**src/rtl/i2d_core_defines.sv**
```systemverilog
// ---------------------------------------------------------------------------
// i2d_core_defines
// Shared definitions for the core pipeline control slice.
//   ctrl_state_t  : pipeline-control FSM state (also exported for debug)
//   FLUSH_CYCLES  : total cycles flush is asserted for one taken branch
//   PC_W / REG_ADDR_W / CNT_W : datapath widths
// ---------------------------------------------------------------------------
package i2d_core_defines;

  localparam int PC_W         = 32;
  localparam int REG_ADDR_W   = 4;
  localparam int CNT_W        = 32;
  localparam int FLUSH_CYCLES = 2;

  typedef enum logic [1:0] {
    RUN     = 2'd0,
    LDSTALL = 2'd1,
    FLUSH   = 2'd2,
    MEMWAIT = 2'd3
  } ctrl_state_t;

endpackage : i2d_core_defines

```
**src/rtl/core_hazard_det.sv**
```systemverilog
// ---------------------------------------------------------------------------
// core_hazard_det
// Purely combinational load-use hazard detector. Flags when the instruction
// in EX is a load whose destination is read by the instruction in ID.
//   ex_load, ex_wb_addr      : EX instruction is a load / its destination
//   rega_*, regb_*           : ID source register addresses and use flags
//   load_use                 : hazard present this cycle
// ---------------------------------------------------------------------------
module core_hazard_det
  import i2d_core_defines::*;
(
  input  logic                  ex_load,
  input  logic [REG_ADDR_W-1:0] ex_wb_addr,
  input  logic [REG_ADDR_W-1:0] rega_addr,
  input  logic [REG_ADDR_W-1:0] regb_addr,
  input  logic                  rega_used,
  input  logic                  regb_used,
  output logic                  load_use
);

  logic hit_a;
  logic hit_b;

  // An address match only matters if ID actually reads that operand.
  assign hit_a    = rega_used && (rega_addr == ex_wb_addr);
  assign hit_b    = regb_used && (regb_addr == ex_wb_addr);
  assign load_use = ex_load && (hit_a || hit_b);

endmodule : core_hazard_det

```
**src/rtl/core_pipe_ctrl.sv**
```systemverilog
// ---------------------------------------------------------------------------
// core_pipe_ctrl
// Pipeline control FSM: memory-wait freeze, taken-branch redirect + flush,
// and load-use stall, resolved by fixed priority
//   mem_busy > ex_branch_taken > load-use hazard.
// Ports:
//   clk, rst (async, active high)
//   mem_busy, ex_load, ex_wb_addr, rega/regb_addr, rega/regb_used,
//   ex_branch_taken, ex_branch_target                      : inputs
//   pc_load, pc_target, if_hold, id_halt, ex_hold, flush,
//   ex_bubble, state                                       : outputs
// Optional feature (macro I2D_PERF_CNT_EN): adds 32-bit wrapping counters
//   stall_cnt (cycles with id_halt) and flush_cnt (pc_load pulses).
// ---------------------------------------------------------------------------
module core_pipe_ctrl
  import i2d_core_defines::*;
(
  input  logic                  clk,
  input  logic                  rst,
  input  logic                  mem_busy,
  input  logic                  ex_load,
  input  logic [REG_ADDR_W-1:0] ex_wb_addr,
  input  logic [REG_ADDR_W-1:0] rega_addr,
  input  logic [REG_ADDR_W-1:0] regb_addr,
  input  logic                  rega_used,
  input  logic                  regb_used,
  input  logic                  ex_branch_taken,
  input  logic [PC_W-1:0]       ex_branch_target,
  output logic                  pc_load,
  output logic [PC_W-1:0]       pc_target,
  output logic                  if_hold,
  output logic                  id_halt,
  output logic                  ex_hold,
  output logic                  flush,
  output logic                  ex_bubble,
  output ctrl_state_t           state
`ifdef I2D_PERF_CNT_EN
  ,
  output logic [CNT_W-1:0]      stall_cnt,
  output logic [CNT_W-1:0]      flush_cnt
`endif
);

  ctrl_state_t     state_q, state_d;
  ctrl_state_t     resume_q, resume_d;  // state to resume after MEMWAIT
  ctrl_state_t     eff_state;
  logic [1:0]      flush_left_q, flush_left_d;
  logic [PC_W-1:0] pc_target_q, pc_target_d;
  logic            load_use;

  core_hazard_det u_hazard_det (
    .ex_load    (ex_load),
    .ex_wb_addr (ex_wb_addr),
    .rega_addr  (rega_addr),
    .regb_addr  (regb_addr),
    .rega_used  (rega_used),
    .regb_used  (regb_used),
    .load_use   (load_use)
  );

  // NOTE: every signal written here gets a default first, so no path can
  // leave one unassigned and infer a latch.
  always_comb begin
    state_d      = state_q;
    resume_d     = resume_q;
    flush_left_d = flush_left_q;
    pc_target_d  = pc_target_q;
    pc_load      = 1'b0;
    if_hold      = 1'b0;
    id_halt      = 1'b0;
    ex_hold      = 1'b0;
    flush        = 1'b0;
    ex_bubble    = 1'b0;

    // Once memory completes, MEMWAIT behaves exactly like the state it froze.
    eff_state = (state_q == MEMWAIT) ? resume_q : state_q;

    if (rst) begin
      // Outputs are forced low combinationally while reset is held, so
      // nothing (not even a branch) leaks out before the flops settle.
      state_d = RUN;
    end else if (mem_busy) begin
      if_hold = 1'b1;
      id_halt = 1'b1;
      ex_hold = 1'b1;
      state_d = MEMWAIT;
      if (state_q != MEMWAIT) resume_d = state_q;
    end else if (ex_branch_taken) begin
      // Redirect in the resolving cycle; IF/ID wrong-path ops are flushed
      // now and for the remaining FLUSH_CYCLES-1 cycles in FLUSH.
      pc_load      = 1'b1;
      flush        = 1'b1;
      pc_target_d  = ex_branch_target;
      flush_left_d = 2'(FLUSH_CYCLES - 1);
      state_d      = FLUSH;
    end else begin
      case (eff_state)
        RUN: begin
          if (load_use) begin
            if_hold   = 1'b1;
            id_halt   = 1'b1;
            ex_bubble = 1'b1;
            state_d   = LDSTALL;
          end else begin
            state_d = RUN;
          end
        end
        FLUSH: begin
          flush = 1'b1;
          if (flush_left_q > 2'd1) begin
            flush_left_d = flush_left_q - 2'd1;
            state_d      = FLUSH;
          end else begin
            flush_left_d = 2'd0;
            state_d      = RUN;
          end
        end
        // LDSTALL: the load has moved on, so any hazard flag is stale.
        default: state_d = RUN;
      endcase
    end
  end

  assign pc_target = pc_target_d;
  assign state     = state_q;

  // NOTE: state flops use non-blocking assignments so every flop samples
  // the pre-edge values, independent of statement order.
  always_ff @(posedge clk or posedge rst) begin
    if (rst) begin
      state_q      <= RUN;
      resume_q     <= RUN;
      flush_left_q <= 2'd0;
      pc_target_q  <= '0;
    end else begin
      state_q      <= state_d;
      resume_q     <= resume_d;
      flush_left_q <= flush_left_d;
      pc_target_q  <= pc_target_d;
    end
  end

`ifdef I2D_PERF_CNT_EN
  logic [CNT_W-1:0] stall_cnt_q, stall_cnt_d;
  logic [CNT_W-1:0] flush_cnt_q, flush_cnt_d;

  always_comb begin
    stall_cnt_d = stall_cnt_q + {{(CNT_W-1){1'b0}}, id_halt};
    flush_cnt_d = flush_cnt_q + {{(CNT_W-1){1'b0}}, pc_load};
  end

  always_ff @(posedge clk or posedge rst) begin
    if (rst) begin
      stall_cnt_q <= '0;
      flush_cnt_q <= '0;
    end else begin
      stall_cnt_q <= stall_cnt_d;
      flush_cnt_q <= flush_cnt_d;
    end
  end

  assign stall_cnt = stall_cnt_q;
  assign flush_cnt = flush_cnt_q;
`endif

endmodule : core_pipe_ctrl
```
**config.mk**
```make
export PLATFORM = sky130hd
export DESIGN_NAME = core_pipe_ctrl
export DESIGN_NICKNAME = d
export VERILOG_FILES = /design/src/rtl/i2d_core_defines.sv /design/src/rtl/core_hazard_det.sv /design/src/rtl/core_pipe_ctrl.sv
export SDC_FILE = /design/constraint.sdc
export NUM_CORES = 1
export LEC_CHECK = 0
export CAP_MARGIN = 0
export CORE_MARGIN = 2
export CORE_UTILIZATION = 39
export CTS_BUF_LIST = sky130_fd_sc_hd__clkbuf_2
export DETAILED_ROUTE_END_ITERATION = 10
export GPL_ROUTABILITY_DRIVEN = 0
export MAX_ROUTING_LAYER = met4
export PLACE_DENSITY = 0.81
export SETUP_SLACK_MARGIN = 0.05
export SYNTH_ARGS = -nofsm -noshare
export SYNTH_HDL_FRONTEND = slang
export SYNTH_SLANG_ARGS = --single-unit
```
**constraint.sdc**
```tcl
create_clock -name clk -period 2.03 [get_ports clk]
set_input_delay 0.406 -clock clk [delete_from_list [all_inputs] [get_ports clk]]
set_output_delay 0.406 -clock clk [all_outputs]
set_load 0.005 [all_outputs]
```
==> qor.yml <==
post-synth-top-count-cell: "dfrtp_1"
syn_area_per_cell_sq_um: 13.6
ios: 91
cellPowerDensity_nw_per_um2: 663
hpwl_mm: 3.27
end_kind: "output pin"
p_leak_uw: 0.00148
io_buffer_count: 90
maxSlewViolCount: 0
ys_seq_elements: 38
critPathRequiredTime_ns: 1.62
dr_total_vias: 1416
finalSetupViolCount: 3
ant_nets: 0
std_cell_rows: 23
core_area_sq_um: 4000
die_w_um: 68.4
start_kind: "input pin"
hp-class: "in2async"
viasPerCell: 4.78
synth_area_leaders: "dfrtp_1, mux2_2, inv_1"
worstSetupPathType: "in2out"
start_util_pct: 40.4
clock_latency_ns: 0.38
antenna_found_initial: 0
overflow: 0
slew_headroom_pct: 67.7
synth_nets: 170
skew_ns: 0.0238
drc: 0
fin_tns_setup_ns: -0.433
cp_max_fo: 2
synth_top_flop_cell: "dfrtp_1"
synth_cells: 119
stdcell_area_sq_um: 3060
antenna_cells: 0
yosysTopAreaCell: "dfrtp_1"
htreeDepth: 2
p_total_uw: 2020
synth_seq_area_share_pct: 58.8
postRouteWirelength_mm: 5.12
yosysWarnings: 0
drive_gt1_share_pct: 52.8
ctsRootBufferMaster: "clkbuf_2"
dp_slack_ns: -0.912
grt_pass1_wl_mm: 7.71
status: "complete, but fails checks"
min_period_ns: 2.19
first_pass_iters: 4
final_core_util_pct: 76.4
synth_edf_count: 0
syn_area_sq_um: 1620
syn_to_final_growth_pct: 88.9
worst_pin_slew_ns: 0.485
clkTransAtPathRegs_ns: 0.20
finalHoldViolations: 0
fin_crit_sh_pct: 108
track_usage_pct: 24.0
rsz0062_at_grt: "true"
async_flop_share_pct: 100
drt-initial-drc-count: 31
cts_buffers: 5
fp.dieH_um: 68.4
final_nets: 296
violations: "negative setup slack"
arrival_ns: 1.78
clock_sinks: 38
dieArea_sq_um: 4680
clockBufferDepth: 2
synth_top_cell_area_share_pct: 58.8
fin_ws_ns: -0.156
ir_drop_uv: 509
max_freq_mhz: 457
synthTopCellsByCount: "dfrtp_1, mux2_2, inv_1"
cts_tree: "done"
ys_types: 26
grt_max_degree: 39
max_cap_violations: 0
placed_area_sq_um: 2640
drt-wirelength-per-cell_um: 17.3
grt_pass1_vias: 1629
[cell usage in the layout (no fill, tap or decap), types with 2 or more instances in the layout]
cell,instances
buf_6,25
xor2_2,2
o21ai_2,2
xor2_1,2
clkdlybuf4s15_1,5
nand2_1,2
o2111ai_2,2
dlygate4sd2_1,8
nor2_1,7
buf_16,3
buf_4,20
dfrtp_1,38
inv_2,4
buf_2,15
clkbuf_2,9
inv_1,6
dlymetal6s2s_1,2
mux2_2,3
buf_8,3
mux2_4,29
clkdlybuf4s50_1,36
a21oi_1,3
[flip-flops by register name, indices dropped and copies added (netlist names)]
signal        flops
pc_target_q      32
state             2
resume_q          2
flush_left_q      2
[cell families after synthesis]
kind of cell / count (synthesis) / synth area share (%)
AO/OA/AOI/OAI: 11 / 4.41
AND/OR/NAND/NOR: 18 / 6.34
flip-flops: 38 / 58.8
multiplexers: 33 / 22.9
buffers and inverters: 14 / 4.87
XOR/XNOR: 5 / 2.71
[per-stage QoR]
step | hold slack [ns] | std cells
6_report | 0.282 | 296
5_1_grt | 0.266 | 296
2_1_floorplan | 0.469 | 119
3_5_place_dp | 0.486 | 267
4_1_cts | 0.258 | 295
3_3_place_gp | 0.471 | 267
[layer usage]
| metal | GRT usage (%) | wire length [um] | vias up |
|---|---|---|---|
| met5 | - | 0 | - |
| met4 | 5.25 | 38 | 0 |
| met3 | 5.59 | 378 | 4 |
| met2 | 45.1 | 2800 | 69 |
| met1 | 25.2 | 1910 | 682 |
| li1 | - | - | 661 |
[critical path, cell delays in order]
cell	delay, ns
clkdlybuf4s15_2	0.20
buf_6	0.12
xor2_1	0.16
nor4_2	0.30
o2111ai_2	0.17
a21oi_2	0.20
buf_4	0.14
buf_6	0.09
[report_power, final]
| part | switching [uW] | internal, uW |
|---|---|---|
| sequential | 52.2 | 887 |
| clock | 247 | 78.7 |
| combinational | 269 | 490 |
[timing repair]
| action | 4_1_cts | 5_1_grt |
|---|---|---|
| setup buffers | 20 | 4 |
| gates cloned | 3 | 0 |
| pin swaps | 14 | 10 |
| hold buffers | 0 | 0 |
| gates resized for setup | 234 | 24 |
| setup endpoints to repair | 38 | 36 |
[path summary, 6_finish.rpt]
kind	slack, ns	start	to	cells after the start
worst max-delay path	-0.16	ex_wb_addr[1]	if_hold	8
worst min-delay path	0.28	rst	pc_target_q[30]	4
worst max register to register	0.55	resume_q[1]	flush_left_q[1]	7
worst min register to register	0.52	pc_target_q[10]	pc_target_q[10]	1
max in group asynchronous	1.39	rst	resume_q[0]	4
min in group clk	0.29	rst	state[1]	3
[final cells by class]
type / instances / area [sq um]
inverter: 10 / 37.5
clock inverter: 3 / 16.3
fill: 261 / 945
multi-input combinational: 67 / 772
sequential: 38 / 951
tap: 50 / 62.6
clock buffer: 5 / 25.0
timing repair buffer: 123 / 1190
No activity file was read; power rests on OpenSTA's default activity.
